===== config.mk =====
export PLATFORM = sky130hd
export DESIGN_NAME = mem_arbiter
export DESIGN_NICKNAME = d
export VERILOG_FILES = /design/src/rtl/mem_arb_pkg.sv /design/src/rtl/mem_arb_watchdog.sv /design/src/rtl/mem_arbiter.sv
export SDC_FILE = /design/constraint.sdc
export NUM_CORES = 1
export LEC_CHECK = 0
export BUFFER_PORTS_ARGS = -buffer_cell sky130_fd_sc_hd__buf_4
export CORE_ASPECT_RATIO = 1.75
export CORE_UTILIZATION = 42
export CTS_BUF_LIST = sky130_fd_sc_hd__clkbuf_16
export DETAILED_ROUTE_END_ITERATION = 10
export PLACE_DENSITY = 0.84
export SLEW_MARGIN = 10
export SYNTH_ARGS = -nofsm -noshare
export SYNTH_HDL_FRONTEND = slang
export SYNTH_SLANG_ARGS = --single-unit

===== constraint.sdc =====
create_clock -name clk -period 1.7 [get_ports clk]
set_input_delay 0 -clock clk [delete_from_list [all_inputs] [get_ports clk]]
set_output_delay 0 -clock clk [all_outputs]
set_load 0.1 [all_outputs]

===== src/rtl/mem_arb_pkg.sv =====
// ---------------------------------------------------------------------------
// mem_arb_pkg
// Shared types and defaults for the instruction/data memory arbiter.
//   arb_state_e        : arbiter FSM states (IDLE, BUSY_I, BUSY_D)
//   STARVE_MAX_DEF     : default number of back-to-back data grants allowed
//                        while a fetch is waiting
//   TIMEOUT_CYCLES_DEF : default watchdog limit (MEM_ARB_TIMEOUT_EN builds)
//   FETCH_BE           : byte enables presented for an instruction fetch
// ---------------------------------------------------------------------------
package mem_arb_pkg;

  typedef enum logic [1:0] {
    IDLE   = 2'd0,
    BUSY_I = 2'd1,
    BUSY_D = 2'd2
  } arb_state_e;

  localparam int         STARVE_MAX_DEF     = 4;
  localparam int         TIMEOUT_CYCLES_DEF = 255;
  localparam logic [3:0] FETCH_BE           = 4'hF;

endpackage


===== src/rtl/mem_arb_watchdog.sv =====
// ---------------------------------------------------------------------------
// mem_arb_watchdog
// Counts consecutive cycles with i_busy high and flags the cycle in which the
// TIMEOUT_CYCLES-th busy cycle is reached. Only instantiated when
// MEM_ARB_TIMEOUT_EN is defined.
// Ports:
//   clk      : clock, rising edge
//   rst      : asynchronous active-low reset
//   i_busy   : arbiter is waiting on the memory
//   o_expire : high during the TIMEOUT_CYCLES-th consecutive busy cycle
// ---------------------------------------------------------------------------
module mem_arb_watchdog #(
  parameter int TIMEOUT_CYCLES = mem_arb_pkg::TIMEOUT_CYCLES_DEF
) (
  input  logic clk,
  input  logic rst,
  input  logic i_busy,
  output logic o_expire
);

  localparam int CW = $clog2(TIMEOUT_CYCLES + 1);

  logic [CW-1:0] r_cnt;

  // r_cnt holds the number of busy cycles already completed, so it reads
  // TIMEOUT_CYCLES-1 during the last permitted cycle.
  assign o_expire = i_busy && (r_cnt == CW'(TIMEOUT_CYCLES - 1));

  always_ff @(posedge clk or negedge rst) begin
    if (!rst) begin
      r_cnt <= '0;
    end else if (!i_busy) begin
      r_cnt <= '0;
    end else if (r_cnt != CW'(TIMEOUT_CYCLES)) begin
      r_cnt <= r_cnt + CW'(1);
    end
  end

endmodule


===== src/rtl/mem_arbiter.sv =====
// ---------------------------------------------------------------------------
// mem_arbiter
// Shares one single-port memory between an instruction-fetch port and a
// load/store port. Data has priority unless a waiting fetch has been passed
// over STARVE_MAX times in a row. One transaction is in flight at a time; the
// memory request and its fields are registered, and completion is reported
// with a one-cycle done pulse plus registered read data.
// Optional feature: define MEM_ARB_TIMEOUT_EN to add a watchdog that aborts a
// transaction after TIMEOUT_CYCLES busy cycles (err pulse, rdata = 0).
// Ports:
//   clk, rst                         : clock, async active-low reset
//   if_req/if_addr                   : fetch request (held until if_done)
//   if_done/if_rdata                 : fetch completion pulse and word
//   d_req/d_we/d_be/d_addr/d_wdata   : load/store request
//   d_done/d_rdata                   : data completion pulse and load data
//   mem_req/mem_we/mem_be/mem_addr/mem_wdata : memory request
//   mem_ack/mem_rdata                : memory completion, same-cycle data
//   stall_fetch/stall_mem            : combinational pipeline stalls
//   err                              : watchdog timeout pulse
// ---------------------------------------------------------------------------
module mem_arbiter
  import mem_arb_pkg::*;
#(
  parameter int STARVE_MAX     = STARVE_MAX_DEF,
  parameter int TIMEOUT_CYCLES = TIMEOUT_CYCLES_DEF
) (
  input  logic        clk,
  input  logic        rst,
  input  logic        if_req,
  input  logic [31:0] if_addr,
  output logic        if_done,
  output logic [31:0] if_rdata,
  input  logic        d_req,
  input  logic        d_we,
  input  logic [3:0]  d_be,
  input  logic [31:0] d_addr,
  input  logic [31:0] d_wdata,
  output logic        d_done,
  output logic [31:0] d_rdata,
  output logic        mem_req,
  output logic        mem_we,
  output logic [3:0]  mem_be,
  output logic [31:0] mem_addr,
  output logic [31:0] mem_wdata,
  input  logic        mem_ack,
  input  logic [31:0] mem_rdata,
  output logic        stall_fetch,
  output logic        stall_mem,
  output logic        err
);

  localparam int SW = $clog2(STARVE_MAX + 2);

  arb_state_e    r_state;
  logic [SW-1:0] r_starve_cnt;
  logic          r_if_flushed;
  logic          r_mem_req;
  logic          r_mem_we;
  logic [3:0]    r_mem_be;
  logic [31:0]   r_mem_addr;
  logic [31:0]   r_mem_wdata;
  logic          r_if_done;
  logic [31:0]   r_if_rdata;
  logic          r_d_done;
  logic [31:0]   r_d_rdata;
  logic          r_err;

  logic          w_busy;
  logic          w_expire;
  logic          w_fetch_wins;
  logic          w_data_wins;
  logic          w_complete;
  logic [31:0]   w_rdata;

  assign w_busy       = (r_state != IDLE);
  assign w_fetch_wins = if_req && (!d_req || (r_starve_cnt == SW'(STARVE_MAX)));
  assign w_data_wins  = d_req && !w_fetch_wins;
  // A real ack always beats a same-cycle watchdog expiry.
  assign w_complete   = w_busy && (mem_ack || w_expire);
  assign w_rdata      = mem_ack ? mem_rdata : '0;

`ifdef MEM_ARB_TIMEOUT_EN
  mem_arb_watchdog #(
    .TIMEOUT_CYCLES(TIMEOUT_CYCLES)
  ) u_watchdog (
    .clk     (clk),
    .rst     (rst),
    .i_busy  (w_busy),
    .o_expire(w_expire)
  );
`else
  logic w_unused_timeout;
  assign w_unused_timeout = (TIMEOUT_CYCLES == 0);
  assign w_expire         = 1'b0;
`endif

  always_ff @(posedge clk or negedge rst) begin
    if (!rst) begin
      // NOTE: reset is asynchronous so an in-flight mem_req drops at once,
      // and the cleared done registers guarantee no stale completion later.
      r_state      <= IDLE;
      r_starve_cnt <= '0;
      r_if_flushed <= 1'b0;
      r_mem_req    <= 1'b0;
      r_mem_we     <= 1'b0;
      r_mem_be     <= '0;
      r_mem_addr   <= '0;
      r_mem_wdata  <= '0;
      r_if_done    <= 1'b0;
      r_if_rdata   <= '0;
      r_d_done     <= 1'b0;
      r_d_rdata    <= '0;
      r_err        <= 1'b0;
    end else begin
      // NOTE: non-blocking assignments so every register sees pre-edge values
      // regardless of statement order.
      r_if_done <= 1'b0;
      r_d_done  <= 1'b0;
      r_err     <= 1'b0;

      // Starvation counter only advances on data grants that bypass a fetch.
      if (!if_req) begin
        r_starve_cnt <= '0;
      end else if (r_state == IDLE && w_fetch_wins) begin
        r_starve_cnt <= '0;
      end else if (r_state == IDLE && w_data_wins && r_starve_cnt != SW'(STARVE_MAX)) begin
        r_starve_cnt <= r_starve_cnt + SW'(1);
      end

      case (r_state)
        IDLE: begin
          if (w_fetch_wins) begin
            r_mem_req    <= 1'b1;
            r_mem_we     <= 1'b0;
            r_mem_be     <= FETCH_BE;
            r_mem_addr   <= if_addr;
            r_mem_wdata  <= '0;
            r_if_flushed <= 1'b0;
            r_state      <= BUSY_I;
          end else if (w_data_wins) begin
            r_mem_req   <= 1'b1;
            r_mem_we    <= d_we;
            r_mem_be    <= d_be;
            r_mem_addr  <= d_addr;
            r_mem_wdata <= d_wdata;
            r_state     <= BUSY_D;
          end
        end

        BUSY_I: begin
          // Once the fetch is withdrawn the in-flight word belongs to a
          // flushed path, even if a new fetch is raised before completion.
          if (!if_req) begin
            r_if_flushed <= 1'b1;
          end
          if (w_complete) begin
            r_mem_req <= 1'b0;
            r_err     <= w_expire && !mem_ack;
            r_state   <= IDLE;
            if (if_req && !r_if_flushed) begin
              r_if_done  <= 1'b1;
              r_if_rdata <= w_rdata;
            end
          end
        end

        BUSY_D: begin
          if (w_complete) begin
            r_mem_req <= 1'b0;
            r_err     <= w_expire && !mem_ack;
            r_d_done  <= 1'b1;
            r_d_rdata <= w_rdata;
            r_state   <= IDLE;
          end
        end

        default: begin
          r_mem_req <= 1'b0;
          r_state   <= IDLE;
        end
      endcase
    end
  end

  assign mem_req     = r_mem_req;
  assign mem_we      = r_mem_we;
  assign mem_be      = r_mem_be;
  assign mem_addr    = r_mem_addr;
  assign mem_wdata   = r_mem_wdata;
  assign if_done     = r_if_done;
  assign if_rdata    = r_if_rdata;
  assign d_done      = r_d_done;
  assign d_rdata     = r_d_rdata;
  assign err         = r_err;
  assign stall_fetch = if_req && !r_if_done;
  assign stall_mem   = d_req && !r_d_done;

endmodule


==> results of run 1 <==
==> area by class of cell <==
cell class	count	area, sq um	area share
flip-flops and latches	142	3550	0.337
clock inverters	15	151	0.0144
multi-input cells	341	2300	0.218
well taps	177	221	0.0210
inverters	6	22.5	0.00214
clock buffers	17	425	0.0404
diodes	1	2.50	0.000237
repair buffers	436	3860	0.366
==> final timing paths <==
| check | start | endpoint | slack, ps | cells past startpoint |
|---|---|---|---|---|
| min in group clk | d_req | r_starve_cnt[2] | 80 | 4 |
| setup reg to reg | r_state[1] | if_rdata[1] | -30 | 7 |
| hold / removal | rst | if_rdata[29] | 50 | 2 |
| max in group asynchronous | rst | mem_be[3] | 970 | 3 |
| hold reg to reg | mem_req | mem_req | 480 | 1 |
| setup / recovery | r_state[1] | if_rdata[1] | -30 | 7 |
==> state kept, by name (all words and copies together) (netlist names), 2 cells and up <==
name,cells
mem_wdata,32
r_starve_cnt,3
r_state,2
mem_be,4
d_rdata,32
mem_addr,32
if_rdata,32
==> layer usage <==
metal  up-vias  GRT usage
met5         -          0
met4         0      0.185
met3       104     0.0568
met2       360      0.512
met1      2880      0.304
li1       2668          -
==> repair_timing <==
action	4_1_cts	5_1_grt
hold endpoints to repair	275	0
resized for setup	0	39
endpoints found under the setup margin	0	93
hold buffers	134	0
setup buffers	0	5
==> worst register-to-register path, cell delays in order (launching register included) <==
cell       delay, ps
dfrtp_1          380
inv_2             70
ha_4             160
nand2b_4         150
nor3_4           200
buf_6            160
clkbuf_16        170
mux2_4           320
==> cell families after synthesis <==
kind of cell               Yosys count  synth area share
and+or+nand+nor                    187             0.139
adders and majority gates            5            0.0105
muxes                               64             0.121
other                                1          0.000630
DFF                                142             0.597
AOI/OAI and AO/OA                   84            0.0898
buffers and inverters               48            0.0412
==> cells in the mapped netlist <==
| cell | n |
|---|---|
| dfrtp_1 | 142 |
| o21ai_2 | 1 |
| nor2_1 | 12 |
| inv_1 | 6 |
| nand2b_4 | 1 |
| mux2_2 | 64 |
| nand2b_1 | 3 |
| a22o_1 | 3 |
| a21oi_1 | 8 |
| ha_1 | 5 |
| o21a_1 | 1 |
| o211ai_1 | 32 |
| nand3_1 | 2 |
| clkbuf_2 | 1 |
| o21ai_0 | 32 |
| nand3b_1 | 1 |
| nor3_4 | 1 |
| a21bo_2 | 1 |
| a21boi_2 | 1 |
| and3b_1 | 1 |
| nand2_1 | 132 |
| buf_4 | 5 |
| o21ai_1 | 3 |
| a21o_1 | 1 |
| nor2b_1 | 2 |
| buf_2 | 12 |
| o31ai_1 | 1 |
| buf_6 | 4 |
| conb_1 | 1 |
| nand4_1 | 32 |
| clkbuf_1 | 20 |
==> metrics by stage <==
step / instances / setup TNS [ps] / area (sq um) / setup slack [ps]
after floorplan: 531 / -353 / 5960 / -13.0
after global placement: 957 / 0 / 8280 / 86.2
after detailed placement: 957 / 0 / 8280 / 38.0
after CTS: 1123 / 0 / 10200 / 14.7
after global routing: 1135 / -1900 / 10500 / -94.7
final: 1135 / -164 / 10500 / -25.8
==> cell usage in the layout, fill, tap and decap left out, types with 5 or more instances in the layout <==
| cell type | Yosys | layout |
|---|---|---|
| buf_4 | 5 | 280 |
| mux2_2 | 64 | 36 |
| buf_6 | 4 | 5 |
| inv_6 | 0 | 5 |
| nand2_1 | 132 | 132 |
| dlygate4sd3_1 | 0 | 134 |
| mux2_4 | 0 | 28 |
| clkbuf_16 | 0 | 22 |
| buf_12 | 0 | 11 |
| o211ai_1 | 32 | 32 |
| o21ai_0 | 32 | 31 |
| nor2_1 | 12 | 10 |
| nand4_1 | 32 | 32 |
| a21oi_1 | 8 | 8 |
| dfrtp_1 | 142 | 142 |
==> metrics.md, run 1 <==
| Metric | Value |
|---|---|
| GPL Wtd Cong | 0.867 |
| Initial antenna violation count | 1 |
| GRT Residual Overflow | 0 |
| Cell accounting for the most synthesized area | dfrtp_1 |
| Clock Pin Slew Worst Setup and Hold Paths | 70 ps |
| Crit-path leading delay family | buffers and inverters |
| CP Data Arrival Time | 2020 ps |
| Num CTS Buffers | 17 |
| Metal2 WL | 11800 um |
| Clk Latency, worst-skew pair | 410 ps |
| M1 wire length | 7660 um |
| Worst Tran Pin Value | 547 ps |
| WL met3 | 1220 um |
| Syn Inst Count | 531 |
| Via-to-Cell Ratio | 5.30 |
| Critical Path, Cell by Cell | inv_2 -> ha_4 -> nand2b_4 -> nor3_4 -> buf_6 -> clkbuf_16 -> mux2_4 |
| Max Fanout on Critical Path | 8 |
| Largest net degree at the start of global routing | 69 |
| Clk sinks | 142 |
| Synth unique cells | 31 |
| Starting density of the core | 0.430 |
| Slowest stage delay, CP | 380 ps |
| Die width | 92.0 um |
| Chip height | 159 um |
| DR iter-0 viols | 358 |
| Rel. slew slack | 0.634 |
| Drt wl/cell | 19.4 um |
| Final hold vios | 0 |
| Core Region | 13800 sq um |
| Sequential element share of the synthesized area | 0.597 |
| Hold slack | 54.0 ps |
| Setup slack after layout | -25.8 ps |
| Failing checks | setup timing |
| Yosys warning total | 0 |
| CTS tree | yes |
| Area share of the largest cell type after synthesis | 0.597 |
| I/O pin cnt | 277 |
| Buf/Inv on CP | 3 |
| Final critical-path share of the clock period | 1.02 |
| Clk_skew | 10.8 ps |
| Average size of a mapped cell | 11.2 sq um |
| Vias | 6012 |
| Worst path slowest cell | dfrtp_1 |
| H-tree lvl count | 4 |
| Layout Nets | 1087 |
| Min cycle time layout | 1730 ps |
| CTS root buf | clkbuf_16 |
| RSZ-0062 raised after global routing | true |
| # setup viols final | 11 |
| Synthesized net count | 674 |
| Status | complete, but fails checks |
| DIE AREA | 14700 sq um |
| Final wirelength | 22000 um |
| Max-Cap Viols | 0 |
| Synth top area cells | dfrtp_1 (60%), mux2_2 (12%), nand2_1 (8.3%), o211ai_1 (4.0%), nand4_1 (3.4%) |
| Mapped cell area | 5950 sq um |
| Synthesis-to-layout area growth | 77.2% |
| Critical path endpoint category | register |
| First-pass GRT wire length | 32600 um |
| Worst Hold Class | primary input to async pin |
| HPWL after detailed placement | 12000 um |
| Crit Path Category | register to register |
| Total GRT Usage | 0.288 |
| # rows | 57 |
| Vias in the first global route | 6415 |
| CP Launch Type | register |
| Port buffer count | 275 |
| Core Util, Final | 0.762 |
| Critical Path RT | 2000 ps |
| Share of cells above drive strength 1 | 0.427 |
| Fillers | 807 |
| Uppermost layer routed | met4 |
| CTS max path bufs | 2 |
| Fin. max-slew vios | 0 |
| Drt first pass iters | 5 |
| Routed Antenna Nets | 0 |
| Flops & latches, synth | 142 |
| DRC violations left | 0 |
| Max Fclk | 579 MHz |
Power of run 1 is not shown: default switching activity piles up to over one toggle a cycle in this logic, so the estimate is an artifact.
==> inputs of run 2 (changes only) <==
ABC_AREA = 1   (was not set)
CELL_PAD_IN_SITES_DETAIL_PLACEMENT = 1   (was not set)
CELL_PAD_IN_SITES_GLOBAL_PLACEMENT = 1   (was not set)
CORE_UTILIZATION = 30   (was 42)
PLACE_DENSITY = 0.85   (was 0.84)
==> metrics.md, run 2 <==
| Metric | Value |
|---|---|
| Max Fanout on Critical Path | 48 |
| Sequential element share of the synthesized area | 0.600 |
| CTS root buf | clkbuf_16 |
| Placed insts | 1192 |
| Post-synth EDFFs | 0 |
| Asr flop ratio synth | 1.00 |
| Critical Path RT | 1990 ps |
| Synthesis-to-layout area growth | 75.4% |
| Most common cell in the netlist | nand2_1 |
| RSZ-0062 raised after global routing | false |
| Rel. slew slack | 0.660 |
| # rows | 67 |
| Vias | 6538 |
| I/O pin cnt | 277 |
| Starting density of the core | 0.307 |
| Syn Inst Count | 703 |
| Max Fclk | 606 MHz |
| Synthesized net count | 846 |
| CTS tree | yes |
| Final hold vios | 0 |
| GPL Wtd Cong | 0.780 |
| Clk sinks | 142 |
| Reg2Reg Depth | 8 |
| Post-Synth Adder-Cell Area | 0.0106 |
| Share of cells above drive strength 1 | 0.299 |
| H-tree lvl count | 4 |
| Mapped cell area | 5920 sq um |
| Vias in the first global route | 7445 |
| Synth Area in Compound Gates | 0.0653 |
| Critical path endpoint category | register |
| Status | completed |
| Area share of the largest cell type after synthesis | 0.600 |
| GRT Residual Overflow | 0 |
| Gr busiest metal | met2 |
| DR iter-0 viols | 218 |
| Layout Nets | 1251 |
| Chip height | 188 um |
| Flops & latches, synth | 142 |
| Commonest cells after routing, fill and taps aside | nand2_1 (301), buf_4 (282), dfrtp_1 (142) |
| Multiplexer area fraction after synthesis | 0 |
| Fillers | 2217 |
| # setup viols final | 0 |
| Fin cells | 1365 |
| Num CTS Buffers | 17 |
| Commonest cells in the netlist | nand2_1 (304), dfrtp_1 (142), nand3_1 (74) |
| Synth Area in XOR/XNOR | 0.00148 |
| Average size of a mapped cell | 8.42 sq um |
| Routing usage on met2 | 0.459 |
| Synth unique cells | 16 |
| Max-Cap Viols | 0 |
| Cell accounting for the most synthesized area | dfrtp_1 |
| Total GRT Usage | 0.248 |
| Grt met3 use | 0.0695 |
| Yosys warning total | 0 |
| Worst Tran Pin Value | 509 ps |
| Min cycle time layout | 1650 ps |
| Largest net degree at the start of global routing | 66 |
| DIE AREA | 20300 sq um |
| CP Launch Type | register |
| Setup tns final | 0 ps |
| Clk_skew | 8.88 ps |
| Via-to-Cell Ratio | 4.79 |
| Commonest non-fill, non-tap cell in the layout | nand2_1 |
| Drt wl/cell | 18.5 um |
| Die width | 108 um |
| Routed Antenna Nets | 0 |
| Clk Latency, worst-skew pair | 420 ps |
| GR Layer Usage met1 | 0.236 |
| Initial antenna violation count | 3 |
| First-pass GRT wire length | 38300 um |
| Final critical-path share of the clock period | 0.970 |
| Worst Hold Class | primary input to async pin |
| CTS max path bufs | 2 |
| Clock Pin Slew Worst Setup and Hold Paths | 60 ps |
| Port buffer count | 275 |
| Hold slack | 102 ps |
| Fin. max-slew vios | 0 |
| DRC violations left | 0 |
| HPWL after detailed placement | 14200 um |
| Synth top area cells | dfrtp_1 (60%), nand2_1 (19%), nand3_1 (6.3%), o21ai_0 (5.9%), inv_1 (2.7%) |
| Drt first pass iters | 4 |
| Core Region | 19300 sq um |
| Crit Path Category | register to register |
| CP Data Arrival Time | 1940 ps |
| Synth Area in Simple Gates | 0.263 |
| Final wirelength | 25200 um |
| Largest family of logic cells by synthesized area | simple AND/OR/NAND/NOR gates |
| Most common flop cell mapped by yosys | dfrtp_1 |
[run 2: changes by cell type after synthesis, moves of 8 or more]
cell / delta
nand2_1: +172
nand3_1: +72
mux2_2: -64
o21ai_0: +38
inv_1: +37
nand4_1: -32
o211ai_1: -32
clkbuf_1: +8
[run 2: area by class of cell]
cell class	count	area [sq um]	area share
Clock buffer	17	425	0.0409
Multi-Input combinational cell	472	2060	0.198
Inverter	46	173	0.0166
Timing Repair Buffer	429	3700	0.356
Clock inverter	15	171	0.0165
Tap cell	241	302	0.0290
Sequential cell	142	3550	0.342
Antenna cell	3	7.51	0.000723
[run 2: worst max-delay path, stage by stage (launching register included)]
cell     delay (ps)
dfrtp_1         410
inv_1           150
ha_4            190
inv_2            80
a21oi_4         190
inv_2            80
buf_12          180
nand2_1         110
nand2_1          90
[run 2: logic make-up (layout without fill, tap and decap cells)]
kind of cell               Yosys count  count (layout)
buffers and inverters               89             507
other                                1               4
DFF                                142             142
and+or+nand+nor                    390             390
AOI/OAI and AO/OA                   75              75
xor gates and xnor gates             1               1
adders and majority gates            5               5
[run 2: metrics by stage]
| stage | setup WS, ps | cell area (sq um) | util |
|---|---|---|---|
| 4_1_cts | 48.1 | 10300 | 0.534 |
| 6_report | 50.9 | 10400 | 0.539 |
| 5_1_grt | 6.61 | 10400 | 0.539 |
| 3_3_place_gp | 137 | 8350 | 0.433 |
| 2_1_floorplan | 9.30 | 5930 | - |
| 3_5_place_dp | 49.9 | 8350 | 0.433 |
[run 2: final timing paths]
path                            slack, ps     startpoint             to
worst min-delay path                  100            rst   mem_addr[14]
worst max-delay path                   50     r_state[0]  mem_wdata[22]
worst max register to register         50     r_state[0]  mem_wdata[22]
worst min register to register        480  mem_wdata[15]  mem_wdata[15]
max in group asynchronous             950            rst        if_done
min in group clk                      190          d_req  mem_wdata[17]
[run 2: metal layers]
metal  vias up  part of all wire
li1       3005                 -
met1      3184              0.34
met2       262              0.55
met3        87             0.060
met4         0             0.050
met5         -                 0
[run 2: timing repair]
item | CTS | global route
endpoints found under the hold margin | 250 | 0
gates resized for setup | 0 | 11
setup endpoints to repair | 0 | 77
hold buffers | 135 | 0
setup buffers | 0 | 1
Power of run 2 is left out for the same reason.
==> inputs of run 3 (changes only) <==
GPL_TIMING_DRIVEN = 0   (was not set)
==> metrics.md, run 3 (synthesis gave the netlist of run 2 again) <==
| Metric | Value |
|---|---|
| Vias in the first global route | 7810 |
| Chip height | 188 um |
| Share of cells above drive strength 1 | 0.321 |
| Setup tns final | 0 ps |
| Initial antenna violation count | 1 |
| Worst reg2reg startpoint | r_starve_cnt[0] |
| Final hold vios | 0 |
| Drt wl/cell | 18.9 um |
| Reg2Reg Depth | 8 |
| Drt first pass iters | 4 |
| CTS root buf | clkbuf_16 |
| Slowest stage delay, CP | 390 ps |
| Worst Hold Class | primary input to register |
| CTS max path bufs | 2 |
| Max Fclk | 613 MHz |
| Rel. slew slack | 0.614 |
| DIE AREA | 20300 sq um |
| Layout Nets | 1284 |
| DR iter-0 viols | 184 |
| Hold_sp | d_req |
| FF-to-FF End | mem_wdata[28] |
| Buf/Inv on CP | 2 |
| H-tree lvl count | 4 |
| Min-Delay Path Depth | 4 |
| Commonest non-fill, non-tap cell in the layout | nand2_1 |
| Clock Pin Slew Worst Setup and Hold Paths | 70 ps |
| # setup viols final | 0 |
| CTS tree | yes |
| Vias | 6692 |
| Clk sinks | 142 |
| Die width | 108 um |
| Num CTS Buffers | 17 |
| Clk_skew | 11.2 ps |
| Max Fanout on Critical Path | 10 |
| Fin area | 10400 sq um |
| GPL Wtd Cong | 0.751 |
| Routed Antenna Nets | 0 |
| # rows | 67 |
| HPWL after detailed placement | 15800 um |
| Crit-path leading delay family | simple AND/OR/NAND/NOR gates |
| Commonest cells after routing, fill and taps aside | nand2_1 (300), buf_4 (288), dfrtp_1 (142) |
| Critical Path RT | 2040 ps |
| Final critical-path share of the clock period | 0.959 |
| Core Util, Final | 0.540 |
| Via-to-Cell Ratio | 4.79 |
| Total GRT Usage | 0.265 |
| CP Launch Type | register |
| Final wirelength | 26400 um |
| Placed cell area | 8330 sq um |
| GRT Residual Overflow | 0 |
| Reg-to-reg setup timing slack | 70 ps |
| Worst hold endpoint | r_state[0] |
| I/O pin cnt | 277 |
| Worst path slowest cell | dfrtp_1 |
| DRC violations left | 0 |
| First-pass GRT wire length | 40800 um |
| Min cycle time layout | 1630 ps |
| Synthesis-to-layout area growth | 75.8% |
| Starting density of the core | 0.307 |
| Fin. max-slew vios | 0 |
| CP Data Arrival Time | 1970 ps |
| Largest net degree at the start of global routing | 74 |
| Critical Path, Cell by Cell | inv_1 -> ha_1 -> nand2_1 -> nand2_4 -> nand2_4 -> buf_2 -> nand3_1 -> nand2_1 |
| Port buffer count | 275 |
| Status | completed |
| Worst Tran Pin Value | 579 ps |
| Fillers | 2256 |
| Max-Cap Viols | 0 |
| Crit Path Category | register to register |
| Core Region | 19300 sq um |
| Clk Latency, worst-skew pair | 420 ps |
| Critical path endpoint category | register |
==> run 3: changes by cell type in the layout (fill, tap and decap cells not counted), sizes merged, moves of 3 or more <==
cell,delta
buf,+17
bufinv,-3
clkbuf,+16
clkinv,+3
==> run 3: worst reg2reg max path: cells and delay by family, from the launching register on <==
family | cells | cell delay, ps
fa+ha+maj | 1 | 190
buf+inv | 2 | 340
flops | 1 | 390
simple gates | 5 | 620
==> run 3: cell type report <==
type | count | area (sq um) | area share
multi-input cells | 472 | 2070 | 0.199
clock buffers | 17 | 425 | 0.0409
flip-flops and latches | 142 | 3550 | 0.341
inverters | 46 | 178 | 0.0171
plain buffers | 43 | 260 | 0.0250
clock inverters | 15 | 100 | 0.00961
well taps | 241 | 302 | 0.0290
diodes | 1 | 2.50 | 0.000240
repair buffers | 419 | 3520 | 0.338
==> run 3: repair_timing <==
item                                    4_1_cts  5_1_grt
hold buffers                                135        0
endpoints found under the hold margin       203        0
resized for setup                            44       47
setup buffers                                 4        4
endpoints found under the setup margin      134      127
==> run 3: worst max-delay path by stage <==
stage,startpoint,slack [ps],cells after the start,to
6_report,r_starve_cnt[0],70,8,mem_wdata[28]
5_1_grt,r_state[0],-20,8,mem_wdata[9]
4_1_cts,r_state[0],-20,7,mem_addr[30]
3_5_place_dp,r_starve_cnt[0],-440,10,mem_addr[10]
3_3_place_gp,r_starve_cnt[0],-400,10,mem_addr[10]
2_1_floorplan,if_done,9,1,stall_fetch
==> run 3: per-layer routing <==
| layer | track usage | vias up | wire, um | share of wire |
|---|---|---|---|---|
| met5 | 0 | - | 0 | 0 |
| met4 | 0.156 | 0 | 1380 | 0.052 |
| met3 | 0.0525 | 93 | 1300 | 0.049 |
| met2 | 0.503 | 269 | 14700 | 0.55 |
| met1 | 0.254 | 3255 | 9090 | 0.34 |
| li1 | - | 3075 | - | - |
==> run 3: through the flow <==
| step | worst slack [ps] | hold slack, ps | cells |
|---|---|---|---|
| finish | 69.8 | 52.5 | 1396 |
| CTS | -17.1 | 101 | 1391 |
| detailed placement | -437 | -0.730 | 1220 |
| floorplan | 9.30 | -296 | 703 |
| global placement | -395 | 226 | 1219 |
| global route | -19.5 | 67.3 | 1396 |
Power of run 3 is left out for the same reason.
